## src/rtl/vga_pkg.sv

```systemverilog
// Shared timing defaults and FSM state type for the VGA pixel stream block.
package vga_pkg;

  localparam int unsigned HDISP_DEF  = 800;
  localparam int unsigned HFP_DEF    = 40;
  localparam int unsigned HPULSE_DEF = 48;
  localparam int unsigned HBP_DEF    = 40;
  localparam int unsigned VDISP_DEF  = 480;
  localparam int unsigned VFP_DEF    = 13;
  localparam int unsigned VPULSE_DEF = 3;
  localparam int unsigned VBP_DEF    = 29;

  localparam int unsigned RGB_W = 24;

  typedef enum logic [1:0] {
    WAIT_FULL  = 2'd0,
    WAIT_FRAME = 2'd1,
    RUN        = 2'd2
  } state_t;

endpackage

```

## src/rtl/vga_wrap_counter.sv

```systemverilog
// Modulo-MAX counter with an enable and a single-cycle wrap indication.
module vga_wrap_counter
  import vga_pkg::*;
#(
  parameter int unsigned MAX = 16
) (
  input  logic                   clk,
  input  logic                   rst,
  input  logic                   en,
  output logic [$clog2(MAX)-1:0] count,
  output logic                   wrap_c
);

  localparam int unsigned W    = $clog2(MAX);
  localparam logic [W-1:0] LAST = W'(MAX - 1);

  // Wrap is asserted on the enabled cycle that rolls the count back to zero.
  assign wrap_c = en && (count == LAST);

  // Count register: advances when enabled, returns to zero after LAST.
  always_ff @(posedge clk) begin
    if (rst) begin
      count <= '0;
    end else if (en) begin
      count <= wrap_c ? '0 : count + W'(1);
    end
  end

endmodule

```

## src/rtl/vga_pixel_stream.sv

```systemverilog
// Drains a show-ahead pixel FIFO into VGA raster timing; waits for FIFO fill
// and a frame boundary before streaming, and flags underrun stickily.
module vga_pixel_stream
  import vga_pkg::*;
#(
  parameter int unsigned HDISP  = HDISP_DEF,
  parameter int unsigned HFP    = HFP_DEF,
  parameter int unsigned HPULSE = HPULSE_DEF,
  parameter int unsigned HBP    = HBP_DEF,
  parameter int unsigned VDISP  = VDISP_DEF,
  parameter int unsigned VFP    = VFP_DEF,
  parameter int unsigned VPULSE = VPULSE_DEF,
  parameter int unsigned VBP    = VBP_DEF
) (
  input  logic        pixel_clk,
  input  logic        pixel_rst,
  input  logic [23:0] fifo_rdata,
  input  logic        fifo_empty,
  input  logic        fifo_wfull,
  output logic        fifo_read,
  output logic        VGA_HS,
  output logic        VGA_VS,
  output logic        VGA_BLANK,
  output logic [7:0]  VGA_R,
  output logic [7:0]  VGA_G,
  output logic [7:0]  VGA_B,
  output logic        underrun
);

  localparam int unsigned HTOTAL = HDISP + HFP + HPULSE + HBP;
  localparam int unsigned VTOTAL = VDISP + VFP + VPULSE + VBP;
  localparam int unsigned HW     = $clog2(HTOTAL);
  localparam int unsigned VW     = $clog2(VTOTAL);

  localparam logic [HW-1:0] H_ACT_END  = HW'(HDISP);
  localparam logic [HW-1:0] H_SYNC_BEG = HW'(HDISP + HFP);
  localparam logic [HW-1:0] H_SYNC_END = HW'(HDISP + HFP + HPULSE);
  localparam logic [VW-1:0] V_ACT_END  = VW'(VDISP);
  localparam logic [VW-1:0] V_SYNC_BEG = VW'(VDISP + VFP);
  localparam logic [VW-1:0] V_SYNC_END = VW'(VDISP + VFP + VPULSE);

  logic [HW-1:0] hcnt;
  logic [VW-1:0] vcnt;
  logic          h_wrap_c;
  logic          v_wrap_c;
  logic          active_c;
  logic          hs_n_c;
  logic          vs_n_c;
  logic          underrun_hit_c;
  state_t        state_q;
  state_t        state_d;

  vga_wrap_counter #(.MAX(HTOTAL)) u_hcnt (
    .clk    (pixel_clk),
    .rst    (pixel_rst),
    .en     (1'b1),
    .count  (hcnt),
    .wrap_c (h_wrap_c)
  );

  vga_wrap_counter #(.MAX(VTOTAL)) u_vcnt (
    .clk    (pixel_clk),
    .rst    (pixel_rst),
    .en     (h_wrap_c),
    .count  (vcnt),
    .wrap_c (v_wrap_c)
  );

  // Raster decode from the free-running counters.
  assign active_c = (hcnt < H_ACT_END) && (vcnt < V_ACT_END);
  assign hs_n_c   = !((hcnt >= H_SYNC_BEG) && (hcnt < H_SYNC_END));
  assign vs_n_c   = !((vcnt >= V_SYNC_BEG) && (vcnt < V_SYNC_END));

  // Pop only on visible pixels while streaming and data is present.
  assign fifo_read      = (state_q == RUN) && active_c && !fifo_empty && !pixel_rst;
  assign underrun_hit_c = (state_q == RUN) && active_c && fifo_empty;

  // State register.
  always_ff @(posedge pixel_clk) begin
    if (pixel_rst) begin
      state_q <= WAIT_FULL;
    end else begin
      state_q <= state_d;
    end
  end

  // Next state: arm on FIFO full, start streaming on the last pixel of a frame.
  always_comb begin
    state_d = state_q;
    case (state_q)
      WAIT_FULL:  if (fifo_wfull) state_d = WAIT_FRAME;
      WAIT_FRAME: if (v_wrap_c)   state_d = RUN;
      RUN:        state_d = RUN;
      default:    state_d = WAIT_FULL;
    endcase
  end

  // Registered pixel pins and sticky underrun flag.
  always_ff @(posedge pixel_clk) begin
    if (pixel_rst) begin
      VGA_HS    <= 1'b1;
      VGA_VS    <= 1'b1;
      VGA_BLANK <= 1'b0;
      VGA_R     <= '0;
      VGA_G     <= '0;
      VGA_B     <= '0;
      underrun  <= 1'b0;
    end else begin
      VGA_HS    <= hs_n_c;
      VGA_VS    <= vs_n_c;
      VGA_BLANK <= active_c;
      VGA_R     <= fifo_read ? fifo_rdata[23:16] : 8'd0;
      VGA_G     <= fifo_read ? fifo_rdata[15:8]  : 8'd0;
      VGA_B     <= fifo_read ? fifo_rdata[7:0]   : 8'd0;
      underrun  <= underrun | underrun_hit_c;
    end
  end

endmodule

```

## config.mk

```make
export PLATFORM = sky130hd
export DESIGN_NAME = vga_pixel_stream
export DESIGN_NICKNAME = d
export VERILOG_FILES = /design/src/rtl/vga_pkg.sv /design/src/rtl/vga_wrap_counter.sv /design/src/rtl/vga_pixel_stream.sv
export SDC_FILE = /design/constraint.sdc
export NUM_CORES = 1
export LEC_CHECK = 0
export CAP_MARGIN = 30
export CORE_ASPECT_RATIO = 1.5
export CORE_MARGIN = 2
export CORE_UTILIZATION = 30
export CTS_CLUSTER_SIZE = 8
export DETAILED_ROUTE_END_ITERATION = 8
export DONT_BUFFER_PORTS = 1
export PLACE_DENSITY_LB_ADDON = 0.2
export SLEW_MARGIN = 40
export SYNTH_ARGS = -nofsm -noshare
export SYNTH_HDL_FRONTEND = slang
export SYNTH_SLANG_ARGS = --single-unit
```

## constraint.sdc

```tcl
create_clock -name pixel_clk -period 2.2 [get_ports pixel_clk]
set_input_delay 0.11 -clock pixel_clk [delete_from_list [all_inputs] [get_ports pixel_clk]]
set_output_delay 0.11 -clock pixel_clk [all_outputs]
set_load 0.05 [all_outputs]
```

; ---- Word-level counts from Yosys, hierarchy flattened
; Index checks and enable logic that the tools add are counted.
[classes]
addsub = 2
n_lt_le_gt_ge = 6
n_eq_ne = 6
n_mux = 4
bitwise_logic = 2
n_reduce_logical = 16
[ops]
columns = cell, n
row1 = $add A10 B1 Y10 const B, 2
row2 = $eq A10 B10 Y1 const B, 2
row3 = $lt A10 B10 Y1 const B, 2
row4 = $lt A10 B9 Y1 const B, 2
row5 = $ge A10 B10 Y1 const B, 1
row6 = $ge A10 B9 Y1 const B, 1
row7 = $mux W10, 1
row8 = $logic_and A1 B1 Y1, 8
row9 = $pmux W2 S3, 1
row10 = $logic_not A1 Y1, 4
row11 = $mux W2, 2
row12 = $reduce_or A2 Y1, 2
row13 = $eq A2 B1 Y1 const B, 1
row14 = $eq A2 B2 Y1 const B, 1
row15 = $logic_not A2 Y1, 1
row16 = $ne A2 B1 Y1 const B, 1
row17 = $ne A2 B2 Y1 const B, 1
row18 = $reduce_and A2 Y1, 1
row19 = $not A1 Y1, 1
row20 = $or A1 B1 Y1, 1
[word_totals]
ff_bits = 50
out_inout_bits = 29
word_cells = 46

; ---- Logic depth before layout (Yosys ltp)
; Gate-level depths: netlist of the first run.
[depth]
word_depth = 7
ltp_mapped = 6

; ---- Cells and area by module
; From an unflattened synthesis of the first run, not the netlist that was laid out.
[unflattened]
cells_unflattened = 195
area_unflattened_um2 = 1994.4
[by_module_without_submodules]
columns = module, instances, cells_each, area_per_inst_um2
row1 = vga_pixel_stream, 1, 85, 998.5
row2 = vga_wrap_counter at u_vcnt, 1, 56, 503.0
row3 = vga_wrap_counter at u_hcnt, 1, 54, 493.0

; ---- Worst setup path after synthesis of the first run
; OpenSTA, ideal clock, no wires.
[synth_path]
kind = register -> register
start = register u_hcnt.count[6]
end = register VGA_G[5]
setup_time_ps = 62
arrival_ps = 1995
required_ps = 2138
slack_ps = 143
stages_incl_launch_ff = 6
n_path_buf = 1
synth_period_minus_slack_ps = 2057
path_cell_list = dfxtp_1 > o311ai_0 > nand4_1 > nor3b_1 > clkbuf_1 > and2_1
[synth_via]
elab_chain_cells = 7
[synth_rtl]
columns = element, line
row1 = "start, declared", vga_wrap_counter.sv:10  ; output logic [$clog2(MAX)-1:0] count,
row2 = "start signal, assigned", vga_wrap_counter.sv:25  ; count <= wrap_c ? '0 : count + W'(1);
row3 = $lt A10 B10 Y1, vga_pixel_stream.sv:70  ; assign active_c = (hcnt < H_ACT_END) && (vcnt < V_ACT_END);
row4 = $logic_and A1 B1 Y1, vga_pixel_stream.sv:70
row5 = $logic_and A1 B1 Y1 (3 in series), vga_pixel_stream.sv:75  ; assign fifo_read = (state_q == RUN) && active_c && !fifo_empty && !pixel_rst;
row6 = via fifo_read, vga_pixel_stream.sv:20  ; output logic fifo_read,
row7 = $not A1 Y1 (no source line), -
row8 = $reduce_or A2 Y1 (no source line), -
row9 = "end signal, assigned", vga_pixel_stream.sv:113  ; VGA_G <= fifo_read ? fifo_rdata[15:8] : 8'd0;
row10 = "end, declared", vga_pixel_stream.sv:25  ; output logic [7:0] VGA_G,
; The timed path passes the listed nets, and every way through them passes these cells.
; A chain may end at the register's enable or synchronous reset.

; ---- Worst setup path after layout of the first run
[layout_path]
start = register u_vcnt.count[1]
end = register state_q[0]
[layout_via]
elab_chain_cells = 4
[layout_rtl]
columns = element, line
row1 = "start, declared", vga_wrap_counter.sv:10
row2 = "start signal, assigned", vga_wrap_counter.sv:25
row3 = $eq A10 B10 Y1, vga_wrap_counter.sv:18  ; assign wrap_c = en && (count == LAST);
row4 = $logic_and A1 B1 Y1, vga_wrap_counter.sv:18
row5 = $ne A2 B1 Y1 (no source line), -
row6 = $reduce_and A2 Y1 (no source line), -
row7 = "end signal, assigned", vga_pixel_stream.sv:83  ; state_q <= state_d;
row8 = "end, declared", vga_pixel_stream.sv:50  ; state_t state_q;
; No other way between the ends.

==> results of run 1 <==
==> flip-flops by register name, summed over array words and instances (netlist names), 2 cells and up <==
| signal | flops |
|---|---|
| VGA_B | 8 |
| u_hcnt.count | 10 |
| u_vcnt.count | 10 |
| VGA_R | 8 |
| state_q | 2 |
| VGA_G | 8 |
==> cells by family after synthesis <==
logic type / Yosys count / synth area share (%)
multiplexers: 2 / 1.04
adder cells (fa/ha/maj): 8 / 5.22
buffers and inverters: 17 / 3.72
XOR/XNOR: 14 / 6.40
AND/OR/NAND/NOR: 90 / 26.1
AO/OA/AOI/OAI: 14 / 5.29
flip-flops: 50 / 52.2
==> repair_timing <==
item | in CTS | in global routing
setup endpoints to repair | 0 | 1
endpoints found under the hold margin | 30 | 0
resized for setup | 0 | 1
hold buffers | 26 | 0
==> area by class of cell <==
cell class	instances	area share [%]
Sequential cell	50	40.7
Multi-Input combinational cell	128	34.6
Timing Repair Buffer	35	14.4
Tap cell	74	3.77
Clock buffer	5	2.80
Clock inverter	3	1.93
Inverter	12	1.83
==> stage by stage <==
step	util, %	area [µm²]	total power [mW]	setup WS [ns]
finish	39.8	2460	1.98	0.147
global route	39.8	2460	2.07	0.0654
CTS	39.8	2460	2.01	0.159
detailed placement	33.7	2080	1.29	0.168
global placement	33.7	2080	1.29	0.203
floorplan	-	1920	1.24	0.143
==> where the power goes <==
group          internal [mW]  switching (mW)
clock network          0.347           0.324
logic                  0.124           0.103
registers              0.953           0.125
total                   1.42           0.552
==> synth_stat cells, drive strengths merged, types with 5 or more instances <==
| master | instances | area, µm² |
|---|---|---|
| xor2 | 5 | 43.8 |
| dfxtp | 50 | 1000 |
| ha | 8 | 100 |
| xnor2 | 9 | 78.8 |
| nand3 | 6 | 30.0 |
| inv | 11 | 41.3 |
| nor4 | 5 | 31.3 |
| nand2 | 10 | 37.5 |
| and2 | 25 | 156 |
| nor2 | 19 | 71.3 |
| nand4 | 8 | 50.1 |
==> cell usage in the layout, fill, tap and decap left out, types with 2 or more instances in the layout <==
| cell | netlist | routed |
|---|---|---|
| o21ai_0 | 2 | 2 |
| or3_1 | 3 | 3 |
| nand4_1 | 8 | 8 |
| a21oi_1 | 4 | 4 |
| nor4_1 | 5 | 5 |
| buf_12 | 0 | 2 |
| clkbuf_8 | 0 | 5 |
| buf_4 | 0 | 7 |
| ha_1 | 8 | 8 |
| nand3_1 | 6 | 6 |
| nor2_1 | 19 | 19 |
| inv_1 | 11 | 11 |
| xnor2_1 | 9 | 9 |
| inv_6 | 0 | 2 |
| nand2_1 | 10 | 10 |
| mux2i_1 | 2 | 2 |
| and2_1 | 25 | 25 |
| dfxtp_1 | 50 | 50 |
| nor3_1 | 3 | 3 |
| dlygate4sd3_1 | 0 | 26 |
| xor2_1 | 5 | 5 |
| or4_1 | 3 | 3 |
==> per-layer routing <==
metal / GRT usage [%] / vias up / routed length [µm] / share of wire (%)
met5: 0 / - / 0 / 0
met4: 7.24 / 0 / 144 / 3.5
met3: 3.16 / 9 / 138 / 3.3
met2: 21.2 / 34 / 2270 / 55
met1: 12.4 / 700 / 1610 / 39
li1: - / 729 / - / -
==> final timing paths <==
check                     to            start  depth (start not counted)
max               state_q[0]  u_vcnt.count[1]                          6
min          u_hcnt.count[1]        pixel_rst                          2
max reg2reg       state_q[0]  u_vcnt.count[1]                          6
min reg2reg  u_hcnt.count[0]  u_hcnt.count[0]                          1
==> critical path: stages, from the launching register on <==
cell	delay, ns
dfxtp_1	0.36
inv_1	0.10
ha_1	0.13
or4b_1	0.48
or4_1	0.48
or3_1	0.37
nand3_1	0.08
==> flow_metrics.py, run 1 <==
metrics = {
    "outcome": {
        "status": "completed",
    },
    "pwr": {
        "ir_worst_vdd_mv": 0.356,
        "p_per_area_nw_per_um2": 804,
        "p_leak_nw": 0.917,
    },
    "grt": {
        "antenna_found_initial": 0,
        "grt_remaining_overflow": 0,
        "grt_pass1_vias": 1379,
        "grt_max_degree": 26,
        "track_usage_pct": 11.9,
        "grt_pass1_wl_mm": 6.53,
    },
    "critical_path": {
        "crit_arrival_ns": 2.30,
        "worst_setup_path_start_kind": "flip-flop",
        "cp-end-kind": "flip-flop",
        "crit_required_ns": 2.45,
        "crit_type": "reg -> reg",
        "cp_max_fo": 5,
        "reg2reg_slack_ns": 0.15,
    },
    "layout": {
        "area_growth_pct": 28.2,
        "diodes": 0,
        "nFillCells": 621,
        "multiInputGateArea_um2": 850,
        "ff_latch_area_um2": 1000,
        "drive_above_1_share_pct": 9.44,
        "stdcell_count": 307,
        "layout.nets": 268,
    },
    "synthesis": {
        "ys_ff_latch": 50,
        "synth_seq_area_share_pct": 52.2,
        "synth_area_um2": 1920,
        "syn_area_per_cell_um2": 9.83,
        "synthCells": 195,
        "synthesis.nets": 231,
        "ys.flop_type": "dfxtp_1",
        "ys_types": 36,
        "synth_edf_count": 0,
        "ys_warn_count": 0,
        "synthArstFlopShare_pct": 0,
    },
    "clock_tree": {
        "root_buffer": "clkbuf_8",
        "clk_latency_ns": 0.30,
        "ctsLongestPathBuffers": 2,
        "clk_pin_slew_worst_paths_ns": 0.09,
        "cts_buffers": 5,
        "cts_tree": "done",
        "cts_max_level": 2,
        "cts_setup_buffers": 0,
        "cts.sinks": 50,
    },
    "placement": {
        "portBuffers": 0,
        "gp_congestion": 0.801,
        "hpwl_mm": 2.88,
        "dp.cells": 273,
    },
    "timing": {
        "setup_viol": 0,
        "rsz0062_at_grt": "no",
        "slew_viol_final": 0,
        "hold_viol": 0,
        "clock_skew_ns": 0.00636,
        "min_period_ns": 2.05,
        "setup_tns_ns": 0,
        "finalCritPeriodShare_pct": 93.3,
        "slew_headroom_pct": 63.7,
        "tightestPinTransition_ns": 0.544,
        "fmaxAchievable_mhz": 487,
        "holdWs_ns": 0.0585,
    },
    "die": {
        "rows": 35,
        "die_area_um2": 7060,
        "fp.dieW_um": 69.3,
        "start_util_pct": 31.0,
        "die_y_um": 102,
        "io_pins": 57,
        "core_um2": 6170,
    },
    "detailed_routing": {
        "ant_nets": 0,
        "drt_iter0_drc": 38,
        "routed-via-count": 1472,
        "drt-total-wl_mm": 4.16,
        "dr.pass1.iters": 4,
        "via_per_inst": 4.79,
        "wl_per_cell_um": 13.6,
        "drc": 0,
    },
    "run": {
        "maxCapViolCount": 0,
    },
    "worst_hold_path": {
        "hp-class": "in -> reg",
    },
}
Note: power is estimated with default switching activity, not from simulation.
==> run 2: changes to the inputs <==
- CORE_UTILIZATION: 30 -> 61
==> run 2 against run 1 <==
Compared with the run above:
- critical path depth did not move
- clock power fell by 19%
- non-clock buffer count fell by 6
- die area fell by 49%
- first-iteration DRC count fell by 13%
- worst hold slack improved by 0.0019 ns
- worst setup slack got worse by 0.053 ns
- wire length rose by 2.7%
- sequential power barely moved
- combinational power rose by 2%
- largest cell class unchanged
- highest routed layer unchanged
==> flow_metrics.py, run 2 (same netlist as run 1, synthesis figures left out) <==
metrics = {
    "placement": {
        "hpwl_mm": 2.60,
        "gp_congestion": 0.898,
        "placed_area_um2": 1970,
        "portBuffers": 0,
        "dp.cells": 232,
    },
    "critical_path": {
        "crit_type": "reg -> reg",
        "r2r_cells": 6,
        "crit_arrival_ns": 2.36,
        "reg2reg_slack_ns": 0.09,
        "cp-startpoint": "u_vcnt.count[0]",
        "cp-end-kind": "flip-flop",
        "reg2reg_to": "state_q[0]",
        "cp_max_fo": 6,
        "crit_required_ns": 2.45,
        "reg2reg_from": "u_vcnt.count[0]",
        "worst_setup_path_start_kind": "flip-flop",
    },
    "clock_tree": {
        "cts.sinks": 50,
        "clk_pin_slew_worst_paths_ns": 0.09,
        "root_buffer": "clkbuf_8",
        "cts_buffers": 5,
        "ctsLongestPathBuffers": 2,
        "cts_tree": "done",
        "cts_setup_buffers": 0,
        "cts_max_level": 2,
        "clk_latency_ns": 0.31,
    },
    "detailed_routing": {
        "routed-via-count": 1516,
        "drt_iter0_drc": 33,
        "drt-total-wl_mm": 4.28,
        "dr.pass1.iters": 4,
        "ant_nets": 0,
        "wl_per_cell_um": 16.0,
        "via_per_inst": 5.68,
        "drc": 0,
    },
    "layout": {
        "mostFrequentLayoutCells": "dfxtp_1, dlygate4sd3_1, and2_1, nor2_1, inv_1",
        "nFillCells": 202,
        "finish.instance_area_um2": 2340,
        "layout.nets": 263,
        "drive_above_1_share_pct": 7.46,
        "stdcell_count": 267,
        "utilization_pct": 79.5,
        "diodes": 0,
        "final_common_cell": "dfxtp_1",
        "reg.largest.list": "u_hcnt.count: 10 flops, u_vcnt.count: 10 flops",
        "area_growth_pct": 22.0,
    },
    "timing": {
        "setup_viol": 0,
        "fmaxAchievable_mhz": 475,
        "slew_headroom_pct": 62.9,
        "hold_viol": 0,
        "slew_viol_final": 0,
        "clock_skew_ns": 0.00794,
        "rsz0062_at_grt": "no",
        "setup_tns_ns": 0,
        "tightestPinTransition_ns": 0.551,
        "finalCritPeriodShare_pct": 95.7,
        "min_period_ns": 2.11,
    },
    "grt": {
        "track_usage_pct": 25.5,
        "antenna_found_initial": 0,
        "grt_pass1_vias": 1500,
        "grt_remaining_overflow": 0,
        "grt_max_degree": 26,
        "grt_pass1_wl_mm": 6.80,
    },
    "die": {
        "core_um2": 2940,
        "die_y_um": 72.7,
        "io_pins": 57,
        "die_area_um2": 3620,
        "fp.dieW_um": 49.8,
        "rows": 24,
        "start_util_pct": 65.1,
    },
    "pwr": {
        "power.switching_mw": 0.527,
        "p_leak_nw": 0.865,
        "combPwrFrac_pct": 12.5,
        "pwr-share-clk_pct": 29.3,
        "power_frac_seq_pct": 58.2,
        "p_per_area_nw_per_um2": 791,
        "finalPower_mw": 1.85,
        "internal_power_mw": 1.32,
        "netSwitchingFraction_pct": 28.5,
        "ir_worst_vdd_mv": 0.688,
    },
    "worst_hold_path": {
        "hp-class": "in -> reg",
        "hold_path_end": "u_hcnt.count[5]",
        "hold_start": "pixel_rst",
        "hold_depth": 2,
    },
    "outcome": {
        "status": "completed",
    },
    "run": {
        "maxCapViolCount": 0,
    },
}
[run 2: cell count changes in the layout (fill, tap and decap cells not counted), sizes merged]
cell    previous run  this run
bufinv             1         0
inv               13        11
clkinv             1         2
clkbuf             5         7
o21ai              3         4
buf                9         3
[run 2: layout make-up]
cell class              count  area [µm²]  share of cell area [%]
clock buffers               7        86.3                    3.69
clock inverters             1        5.00                   0.214
inverters                  12        45.0                    1.93
multi-input cells         129         870                    37.2
flip-flops and latches     50        1000                    42.8
well taps                  39        48.8                    2.09
repair buffers             29         283                    12.1
[run 2: through the flow]
step,worst slack [ns],hold slack [ns]
detailed placement,0.0281,0.189
finish,0.0940,0.0604
CTS,0.0216,0.0632
floorplan,0.143,0.232
global route,0.00995,0.0721
global placement,0.171,0.185
[run 2: per-layer routing]
layer	track usage (%)	up-vias	part of all wire, %
li1	-	728	-
met1	25.4	704	37
met2	46.4	71	55
met3	8.20	13	5.7
met4	13.3	0	2.6
met5	0	-	0
[run 2: worst max path at each step]
| stage | end | slack, ns | cells past startpoint |
|---|---|---|---|
| after floorplan | VGA_G[5] | 0.14 | 5 |
| after global placement | u_vcnt.count[1] | 0.17 | 6 |
| after detailed placement | u_vcnt.count[7] | 0.03 | 6 |
| after CTS | u_vcnt.count[7] | 0.02 | 6 |
| after global routing | state_q[0] | 0.01 | 6 |
| final | state_q[0] | 0.09 | 6 |
[run 2: what timing repair did]
| item | in CTS | in global routing |
|---|---|---|
| gates resized for setup | 0 | 2 |
| hold buffers | 26 | 0 |
| endpoints found under the setup margin | 0 | 10 |
| hold endpoints to repair | 30 | 0 |
[run 2: critical path: stages, from the launching register on]
cell	delay (ns)
dfxtp_1	0.37
inv_1	0.11
ha_1	0.15
or4b_1	0.47
or4_4	0.48
or3_1	0.37
nand3_1	0.09
[run 2: power by group through the flow]
stage                     Combinational [mW]  Clock [mW]  Sequential (mW)
after floorplan                        0.151           0             1.09
after global placement                 0.168           0             1.09
after detailed placement               0.179           0             1.10
after CTS                              0.217       0.544             1.08
after global routing                   0.253       0.580             1.08
final                                  0.232       0.542             1.08
==> run 3: changes to the inputs <==
- CELL_PAD_IN_SITES_DETAIL_PLACEMENT: not set -> 1
- CELL_PAD_IN_SITES_GLOBAL_PLACEMENT: not set -> 1
- CORE_UTILIZATION: 61 -> 49
- clock period: 2.2 -> 2.44 ns (I/O delays scaled with it)
==> run 3 against run 2 <==
Compared with the run above:
- clock power increased by 8.1%
- cell area is 0.48% lower
- register-to-register slack improved by 0.18 ns
- worst hold slack better by 0.023 ns
- wire length rose by 21%
- power shrank 4.9%
- first-iteration DRC count rose by 36%
- sequential share of layout area rose by 0.21 points
- clock skew is 0.0015 ns lower
- critical path depth unchanged
- largest cell class unchanged
- largest power group unchanged
- highest routed layer unchanged
==> flow_metrics.py, run 3 (same netlist as run 1, synthesis figures left out) <==
metrics = {
    "clock_tree": {
        "clk_pin_slew_worst_paths_ns": 0.09,
        "cts_tree": "done",
        "ctsLongestPathBuffers": 2,
        "cts_max_level": 2,
        "cts_buffers": 5,
        "clk_latency_ns": 0.31,
        "cts_resized": 0,
        "root_buffer": "clkbuf_8",
        "holdBufCountCts": 26,
        "cts.sinks": 50,
        "cts_setup_buffers": 0,
    },
    "die": {
        "io_pins": 57,
        "core_um2": 3720,
        "start_util_pct": 51.6,
        "die_area_um2": 4440,
        "die_y_um": 80.6,
        "fp.dieW_um": 55.1,
        "rows": 27,
    },
    "layout": {
        "drive_above_1_share_pct": 5.78,
        "ff_latch_area_um2": 1000,
        "area_growth_pct": 21.4,
        "diodes": 0,
        "reg.largest.list": "u_hcnt.count: 10 flops, u_vcnt.count: 10 flops",
        "multiInputGateArea_um2": 850,
        "mostFrequentLayoutCells": "dfxtp_1, dlygate4sd3_1, and2_1, nor2_1, inv_1",
        "layout.nets": 260,
        "nFillCells": 416,
        "final_common_cell": "dfxtp_1",
    },
    "critical_path": {
        "crit_arrival_ns": 2.35,
        "cp-end-kind": "flip-flop",
        "cp-startpoint": "u_vcnt.count[0]",
        "crit_type": "reg -> reg",
        "cp_max_fo": 10,
        "reg2reg_slack_ns": 0.28,
        "r2r_cells": 6,
        "worst_setup_path_start_kind": "flip-flop",
        "crit_required_ns": 2.63,
        "reg2reg_from": "u_vcnt.count[0]",
        "reg2reg_to": "u_vcnt.count[6]",
    },
    "timing": {
        "hold_viol": 0,
        "slew_headroom_pct": 61.4,
        "setup_tns_ns": 0,
        "fmaxAchievable_mhz": 462,
        "min_period_ns": 2.16,
        "slew_viol_final": 0,
        "holdWs_ns": 0.0833,
        "clock_skew_ns": 0.00643,
        "finalCritPeriodShare_pct": 88.6,
        "tightestPinTransition_ns": 0.578,
        "rsz0062_at_grt": "no",
        "setup_viol": 0,
    },
    "worst_hold_path": {
        "hold_path_end": "state_q[0]",
        "hold_depth": 3,
        "hp-class": "in -> reg",
        "hold_start": "fifo_wfull",
    },
    "detailed_routing": {
        "via_per_inst": 5.61,
        "dr.pass1.iters": 4,
        "drt_iter0_drc": 45,
        "drt-total-wl_mm": 5.18,
        "wl_per_cell_um": 19.3,
        "drc": 0,
        "ant_nets": 0,
        "routed-via-count": 1503,
    },
    "pwr": {
        "p_per_area_nw_per_um2": 756,
        "pwr-share-clk_pct": 33.3,
        "power.switching_mw": 0.491,
        "p_leak_nw": 0.855,
        "netSwitchingFraction_pct": 27.9,
        "power_frac_seq_pct": 55.3,
        "combPwrFrac_pct": 11.4,
        "ir_worst_vdd_mv": 0.686,
        "internal_power_mw": 1.27,
    },
    "grt": {
        "track_usage_pct": 26.5,
        "grt_pass1_wl_mm": 8.08,
        "grt_remaining_overflow": 0,
        "grt_max_degree": 26,
        "grt_pass1_vias": 1717,
        "antenna_found_initial": 0,
    },
    "run": {
        "maxCapViolCount": 0,
    },
    "placement": {
        "gp_congestion": 0.763,
        "portBuffers": 0,
        "hpwl_mm": 2.94,
    },
    "outcome": {
        "status": "completed",
    },
}
## run 3: per-layer routing
metal	GRT usage (%)	part of all wire (%)
met1	25.2	37
met2	48.6	55
met3	7.99	5.0
met4	12.4	3.1
met5	0	0
## run 3: cell type report
cell class                 instances  area share [%]
clock buffer                       6            3.12
clock inverter                     2            1.61
inverter                          12            1.94
multi-input combinational        128            36.5
sequential                        50            43.0
tap                               43            2.31
timing repair buffer              27            11.5
## run 3: per-stage QoR
| step | instance area [µm²] | util [%] | std cells | setup slack (ns) | power (mW) |
|---|---|---|---|---|---|
| 6_report | 2330 | 62.6 | 268 | 0.277 | 1.76 |
| 5_1_grt | 2330 | 62.6 | 268 | 0.149 | 1.83 |
| 4_1_cts | 2330 | 62.6 | 268 | 0.285 | 1.75 |
| 3_5_place_dp | 1960 | 52.7 | 234 | 0.298 | 1.15 |
| 3_3_place_gp | 1960 | 52.7 | 234 | 0.383 | 1.14 |
| 2_1_floorplan | 1920 | - | 195 | 0.383 | 1.12 |
## run 3: critical path, cell delays in order (launching register included)
cell	delay, ns
dfxtp_1	0.38
inv_1	0.11
ha_1	0.14
or4b_1	0.45
or4_1	0.48
o21ai_2	0.39
nor2_1	0.10
## run 3: worst max path at each step
stage                           end  slack [ns]  depth (start not counted)
finish              u_vcnt.count[6]        0.28                          6
global route        u_vcnt.count[4]        0.15                          6
CTS                 u_vcnt.count[3]        0.28                          6
detailed placement  u_vcnt.count[4]        0.30                          6
global placement    u_vcnt.count[0]        0.38                          6
floorplan                  VGA_G[5]        0.38                          5
## run 3: power by group through the flow
stage          registers, mW  logic, mW  clock network (mW)
2_1_floorplan          0.981      0.136                   0
3_3_place_gp           0.988      0.154                   0
3_5_place_dp           0.991      0.163                   0
4_1_cts                0.971      0.198               0.585
5_1_grt                0.978      0.228               0.626
6_report               0.973      0.201               0.586
